### src/rtl/lfsr_gen.sv
// Parametrised Galois LFSR word generator with valid/ready output, seed load
// and period measurement. The word presented on out_data is the state register q.
module lfsr_gen #(
    parameter int               WIDTH = 8,
    parameter logic [WIDTH-1:0] POLY  = 8'h63,
    parameter int               STEPS = 1,
    parameter logic [WIDTH-1:0] SEED  = 8'h01,
    parameter int               CNT_W = 16
) (
    input  logic             clk,
    input  logic             rst_n,
    input  logic             en,
    input  logic             load,
    input  logic [WIDTH-1:0] din,
    output logic [WIDTH-1:0] out_data,
    output logic             out_valid,
    input  logic             out_ready,
    output logic [CNT_W-1:0] count,
    output logic             wrap,
    output logic [CNT_W-1:0] period
);

    localparam logic [WIDTH-1:0] SEED_EFF = (SEED != '0) ? SEED : WIDTH'(1);

    if (WIDTH < 2 || WIDTH > 32) begin : g_bad_width
        $error("lfsr_gen: WIDTH must be 2..32");
    end
    if (STEPS < 1 || STEPS > WIDTH) begin : g_bad_steps
        $error("lfsr_gen: STEPS must be 1..WIDTH");
    end
    if (POLY[0] != 1'b1) begin : g_bad_poly
        $error("lfsr_gen: POLY bit 0 must be set to keep the state nonzero");
    end

    logic [WIDTH-1:0] q;
    logic [WIDTH-1:0] seed_r;
    logic [WIDTH-1:0] q_adv;
    logic [WIDTH-1:0] load_val;
    logic             fire;
    logic             wrap_hit;

    function automatic logic [WIDTH-1:0] nxt(input logic [WIDTH-1:0] v);
        return {v[WIDTH-2:0], 1'b0} ^ (v[WIDTH-1] ? POLY : '0);
    endfunction

    function automatic logic [WIDTH-1:0] adv(input logic [WIDTH-1:0] v);
        logic [WIDTH-1:0] t;
        t = v;
        for (int i = 0; i < STEPS; i++) begin
            t = nxt(t);
        end
        return t;
    endfunction

    always_comb begin
        q_adv    = adv(q);
        wrap_hit = (q_adv == seed_r);
        fire     = out_valid & out_ready;
        // an all-zero seed would lock the register up, so it is replaced by 1
        load_val = (|din) ? din : WIDTH'(1);
    end

    always_ff @(posedge clk) begin
        if (!rst_n) begin
            q         <= SEED_EFF;
            seed_r    <= SEED_EFF;
            out_valid <= 1'b0;
            count     <= '0;
            period    <= '0;
            wrap      <= 1'b0;
        end else if (load) begin
            // load flushes any pending word, accepted or not
            q         <= load_val;
            seed_r    <= load_val;
            out_valid <= 1'b0;
            count     <= '0;
            period    <= '0;
            wrap      <= 1'b0;
        end else if (fire) begin
            q         <= q_adv;
            out_valid <= en;
            if (wrap_hit) begin
                wrap   <= 1'b1;
                period <= count + CNT_W'(1);
                count  <= '0;
            end else begin
                wrap   <= 1'b0;
                count  <= count + CNT_W'(1);
            end
        end else begin
            if (!out_valid && en) begin
                out_valid <= 1'b1;
            end
            wrap <= 1'b0;
        end
    end

    assign out_data = q;

endmodule
### config.mk
export PLATFORM = sky130hd
export DESIGN_NAME = lfsr_gen
export DESIGN_NICKNAME = d
export VERILOG_FILES = /design/src/rtl/lfsr_gen.sv
export SDC_FILE = /design/constraint.sdc
export NUM_CORES = 1
export LEC_CHECK = 0
export ABC_AREA = 1
export CAP_MARGIN = 20
export CORE_ASPECT_RATIO = 0.6
export CORE_MARGIN = 8
export CORE_UTILIZATION = 30
export CTS_CLUSTER_DIAMETER = 80
export DETAILED_ROUTE_END_ITERATION = 16
export SYNTH_ARGS = -nofsm -noshare
export SYNTH_HDL_FRONTEND = slang
export SYNTH_SLANG_ARGS = --single-unit
### constraint.sdc
create_clock -name clk -period 1.9 [get_ports clk]
set_input_delay 0.475 -clock clk [delete_from_list [all_inputs] [get_ports clk]]
set_output_delay 0.475 -clock clk [all_outputs]
set_load 0.02 [all_outputs]
==> results of run 1 <==
logic make-up after synthesis:
kind of cell / Yosys count / share of synthesized area [%]
adders and majority gates: 1 / 0.515
and+or+nand+nor: 213 / 36.0
xor gates and xnor gates: 12 / 4.32
DFF: 50 / 41.2
AOI/OAI and AO/OA: 37 / 8.29
buffers and inverters: 55 / 9.73
synth_stat cells (2+ instances only):
master    count
inv_1        40
nor2_2        3
buf_6         3
o21ai_0       5
xor2_1        6
nor3_1        2
buf_2         3
xnor2_1       6
clkbuf_1      3
nand3_1      34
a31oi_1       7
a21oi_1      21
dfxtp_1      50
buf_1         2
nand2_2       2
inv_2         2
o22ai_1       3
nor2_1       48
nand2_1     119
nand4_1       3
repair_timing:
action,in CTS,in global routing
resized for setup,2,7
endpoints found under the hold margin,0,0
setup endpoints to repair,2,7
path summary, 6_finish.rpt:
check                    startpoint                     end  slack (ns)  cells past startpoint
max           count[0]$_SDFFE_PP0P_                count[0]        0.06                      1
min          seed_r[4]$_SDFFE_PN0P_  seed_r[4]$_SDFFE_PN0P_        0.49                      2
max reg2reg   count[1]$_SDFFE_PP0P_   count[8]$_SDFFE_PP0P_        0.29                      7
min reg2reg  seed_r[4]$_SDFFE_PN0P_  seed_r[4]$_SDFFE_PN0P_        0.49                      2
flip-flops by register name, indices dropped and copies added (netlist names):
| register | count |
|---|---|
| out_valid | 1 |
| count | 16 |
| seed_r | 8 |
| period | 16 |
| wrap | 1 |
| out_data | 8 |
final cells by class:
type	count	area [um2]	area share [%]
sequential	50	1000	30.1
clock inverter	3	47.5	1.43
inverter	43	161	4.85
timing repair buffer	65	664	20.0
tap	108	135	4.06
multi-input combinational	263	1190	35.9
clock buffer	5	125	3.76
placed cells by master (no fill, tap or decap):
cell type        count
nand2_1            119
dfxtp_1             49
nor2_1              48
clkdlybuf4s50_1     46
inv_1               40
nand3_1             34
a21oi_1             21
buf_4                9
a31oi_1              7
dlymetal6s2s_1       7
xor2_1               6
xnor2_1              6
o21ai_0              5
clkbuf_16            5
nor2_2               3
o22ai_1              3
nand4_1              3
inv_2                2
nand2_2              2
nor3_1               2
inv_6                2
buf_12               2
nand3_2              1
clkinv_1             1
a221oi_1             1
nand3b_1             1
ha_1                 1
bufinv_16            1
dfxtp_2              1
dlygate4sd2_1        1
layer usage:
layer | GRT usage (%) | routed length, um | vias up
li1 | - | - | 1274
met1 | 18.9 | 3820 | 1104
met5 | 0 | 0 | -
met4 | 3.69 | 63 | 0
met2 | 17.3 | 2850 | 91
met3 | 3.85 | 578 | 4
metrics by stage:
step / hold WS [ns] / cell area, um2 / std cells / total power [W] / worst slack [ns]
global route: 0.494 / 3330 / 537 / 0.00244 / 0.00951
CTS: 0.486 / 3310 / 537 / 0.00236 / 0.0161
detailed placement: 0.472 / 3140 / 529 / 0.00132 / 0.0536
floorplan: 0.454 / 2430 / 368 / 0.00123 / 0.381
global placement: 0.465 / 3140 / 529 / 0.00132 / 0.0939
finish: 0.487 / 3330 / 537 / 0.00234 / 0.0579
power by group:
group	internal, W	switching [W]	total [W]	leakage, nW
Sequential	0.00107	0.0000227	0.00109	0.406
Clock	0.000631	0.000414	0.00104	0.0848
Combinational	0.0000909	0.000113	0.000204	0.995
==> run_results.csv, run 1 <==
group,metric,value,unit
cts,root_buffer,"clkbuf_16",
logic_synthesis,ys_ff_latch,50,
critical_path,cpPeakStageDelay,0.66,ns
detailed_routing,ant_nets,0,
finish,nets,442,
sta,hold_viol_final,0,
logic_synthesis,async_flop_share,0,%
sta,relSlewSlack,74.9,%
global_routing,grt_pass1_wl,11.7,mm
detailed_routing,drt-vias-per-instance,4.61,
cts,postCtsSetupBuffers,0,
cts,clk_latency,0.29,ns
critical_path,cp.buffers_inverters,1,
logic_synthesis,synthesis.area,2430,um2
logic_synthesis,synth_area_leaders,"dfxtp_1, nand2_1, nor2_1, nand3_1, inv_1",
critical_path,arrival,1.37,ns
finish,drive_gt1_share,6.53,%
logic_synthesis,synth_area_per_cell,6.61,um2
place,gp_congestion,0.814,
logic_synthesis,synth_cell_types,26,
run_status,outcome,"completed",
power,leakagePower,1.49,nW
detailed_routing,wirelength,7.31,mm
critical_path,cpMaxStageDelayCell,"clkdlybuf4s50_1",
sta,setup_violations,0,
detailed_routing,drt_iter0_drc,217,
sta,fin_worst_skew,0.00842,ns
sta,final.setup.tns,0,ns
detailed_routing,wl_per_cell,13.6,um
place,hpwl,5.47,mm
detailed_routing,drc,0,
logic_synthesis,syn_nets,382,
critical_path,path_class,"register to output port",
logic_synthesis,synth_top_area_cell,"dfxtp_1",
logic_synthesis,syn_inst,368,
finish,nFillCells,844,
critical_path,crit_path_end_kind,"output port",
floorplanning,ios,55,
logic_synthesis,yosysSeqAreaShare,41.2,%
sta,post-route-min-period,1.84,ns
cts,tritoncts,"built",
sta,post-route-period-util,97.0,%
global_routing,grt_max_degree,31,
global_routing,overflow,0,
detailed_routing,dr_total_vias,2473,
floorplanning,initial_utilization,30.8,%
power,p_per_area,703,nW/um2
cts,cts_hold_buf,0,
sta,drv_slew,0,
sta,worst_pin_slew,0.373,ns
worst_hold_path,hp-class,"register to register",
finish,num_antenna_cells,0,
logic_synthesis,yosysWarnings,0,
cts,htree_levels,2,
cts,clkSlewWorstSetupHoldPaths,0.07,ns
cts,cts_buffers,5,
global_routing,grt_pass1_vias,2238,
run,max_cap_viol_count,0,
place,numPortBuffers,54,
logic_synthesis,netlist.area_leader.share,41.2,%
cts,clockBufferDepth,2,
critical_path,critPathRequiredTime,1.42,ns
power,irDropWorstVdd,0.000345,V
floorplanning,die_area,11300,um2
floorplanning,die_h,85.7,um
floorplanning,fp-row-count,25,
finish,area_growth,37.0,%
sta,fmax,0.543,GHz
cts,cts_sinks,50,
global_routing,grt_usage,12.9,%
critical_path,worstPathMaxFanout,5,
floorplanning,die_w,132,um
critical_path,crit_path_start_kind,"register",
global_routing,antenna_found_initial,0,
logic_synthesis,synth-main-ff-cell,"dfxtp_1",
floorplanning,coreArea,7880,um2
finish,fin_util,42.2,%
detailed_routing,first_pass_iters,5,
critical_path,crit_path_cell_trace,"clkdlybuf4s50_1",
logic_synthesis,synth-edff-count,0,
critical_path,cp_top_family,"buffers and inverters",
sta,rsz0062_at_grt,"false",
Note: power is estimated with default switching activity, not from simulation.
==> run 2: changes to the inputs <==
--- a/config.mk
+++ b/config.mk
@@ -12,6 +12,7 @@
 export CORE_UTILIZATION = 30
 export CTS_CLUSTER_DIAMETER = 80
 export DETAILED_ROUTE_END_ITERATION = 16
+export SETUP_SLACK_MARGIN = 0.4
 export SYNTH_ARGS = -nofsm -noshare
 export SYNTH_HDL_FRONTEND = slang
 export SYNTH_SLANG_ARGS = --single-unit
==> run 2 against run 1 <==
  * Sequential cell count did not move
  * Critical path depth rose by 10
  * Clock skew fell by 0.00098 ns
  * Non-clock buffer count rose by 9
  * Fmax rose by 19%
  * Sequential share of layout area fell by 1.3 points
==> run_results.csv, run 2 (same netlist as run 1, synthesis figures left out) <==
group,metric,value,unit
run_status,outcome,"completed",
floorplanning,die_h,85.7,um
sta,fmax,0.644,GHz
finish,top_regs,"count x16, period x16",
sta,drv_slew,0,
run,max_cap_viol_count,0,
detailed_routing,drc,0,
cts,cts_hold_buf,0,
cts,clk_latency,0.29,ns
finish,regArea,1030,um2
critical_path,cpPeakStageDelay,0.37,ns
worst_hold_path,hp-class,"register to register",
cts,root_buffer,"clkbuf_16",
global_routing,grt_pass1_wl,12.1,mm
critical_path,critPathRequiredTime,2.13,ns
cts,htree_levels,2,
sta,worst_pin_slew,0.335,ns
critical_path,arrival,1.79,ns
critical_path,path_class,"register to register",
finish,drive_gt1_share,22.1,%
floorplanning,coreArea,7880,um2
critical_path,crit_path_cell_trace,"buf_12 -> nand2_2 -> nand2_1 -> nand2_1 -> nand2_2 -> nor2_4 -> nand3_4 -> buf_12 -> nand2_1 -> nand2_1 -> nor2_1",
sta,relSlewSlack,77.6,%
detailed_routing,ant_nets,0,
cts,clkSlewWorstSetupHoldPaths,0.07,ns
floorplanning,fp-row-count,25,
sta,setup_violations,0,
global_routing,grt_max_degree,20,
place,numPortBuffers,54,
power,leakagePower,1.55,nW
sta,rsz0062_at_grt,"true",
critical_path,crit_path_start_kind,"register",
finish,mostFrequentLayoutCells,"nand2_1, inv_1, nor2_1, nand3_1, dfxtp_1",
critical_path,worstPathMaxFanout,8,
detailed_routing,wl_per_cell,13.6,um
detailed_routing,first_pass_iters,7,
global_routing,antenna_found_initial,0,
cts,clockBufferDepth,2,
sta,post-route-min-period,1.55,ns
finish,area_growth,46.8,%
sta,post-route-period-util,81.8,%
finish,multi_input_area,1310,um2
power,irDropWorstVdd,0.000290,V
place,hpwl,5.30,mm
detailed_routing,wirelength,7.43,mm
critical_path,cp_common_cell,"nand2_1",
floorplanning,die_area,11300,um2
finish,final_common_cell,"nand2_1",
power,p_per_area,664,nW/um2
finish,nets,451,
global_routing,overflow,0,
place,gp_congestion,0.805,
power,power.total,0.00237,W
critical_path,cpMaxStageDelayCell,"dfxtp_4",
cts,cts_buffers,5,
detailed_routing,drt-vias-per-instance,4.55,
cts,tritoncts,"built",
cts,cts_sinks,50,
finish,nFillCells,819,
detailed_routing,drt_iter0_drc,182,
floorplanning,die_w,132,um
sta,fin_worst_skew,0.00744,ns
floorplanning,initial_utilization,30.8,%
sta,final.setup.tns,0,ns
floorplanning,ios,55,
critical_path,crit_path_end_kind,"register",
detailed_routing,dr_total_vias,2482,
sta,hold_viol_final,0,
global_routing,grt_usage,13.2,%
finish,num_antenna_cells,0,
global_routing,grt_pass1_vias,2261,
[run 2: metrics by stage]
step	cell area (um2)	utilization, %	cells	worst slack (ns)	hold WS (ns)
floorplan	2430	-	368	0.433	0.454
global placement	3150	39.9	530	0.0846	0.466
detailed placement	3150	39.9	530	0.0570	0.469
CTS	3510	44.5	545	0.293	0.480
global route	3570	45.3	546	0.217	0.497
finish	3570	45.3	546	0.346	0.481
[run 2: where the power goes]
part	total (W)	internal (W)	leakage (nW)	switching [W]
combinational	0.000242	0.000109	1.05	0.000132
clock	0.00104	0.000624	0.0842	0.000411
sequential	0.00109	0.00107	0.415	0.0000236
[run 2: path summary, 6_finish.rpt]
kind / start / to / slack [ns] / depth (start not counted)
worst max-delay path: out_data[7]$_SDFFE_PN0P_ / period[15]$_SDFFE_PP0P_ / 0.35 / 11
worst min-delay path: seed_r[2]$_SDFFE_PN0P_ / seed_r[2]$_SDFFE_PN0P_ / 0.48 / 2
worst max register to register: out_data[7]$_SDFFE_PN0P_ / period[15]$_SDFFE_PP0P_ / 0.35 / 11
worst min register to register: seed_r[2]$_SDFFE_PN0P_ / seed_r[2]$_SDFFE_PN0P_ / 0.48 / 2
[run 2: metal layers]
layer  vias to the layer above  part of all wire (%)  global-route usage, %  wire length (um)
li1                       1296                     -                      -                 -
met1                      1102                    53                   19.3              3940
met2                        76                    38                   17.6              2850
met3                         8                   7.6                   4.84               563
met4                         0                  0.97                   3.07                72
met5                         -                     0                      0                 0
[run 2: worst max-delay path: cells and delay by family, from the launching register on]
family                 cells  cell delay, ns
flip-flops                 1            0.37
buffers and inverters      2            0.33
AND/OR/NAND/NOR            9            0.78
[run 2: area by class of cell]
cell class | count | area share [%]
clock buffer | 5 | 3.51
clock inverter | 3 | 1.23
inverter | 43 | 4.59
multi-input combinational | 263 | 36.6
sequential | 50 | 28.8
tap | 108 | 3.79
timing repair buffer | 74 | 21.5
[run 2: timing repair]
action                                  in CTS  in global routing
resized for setup                          107                 41
endpoints found under the setup margin      75                 58
cloned                                       2                  0
setup buffers                                5                  1
pin swaps                                    2                  3
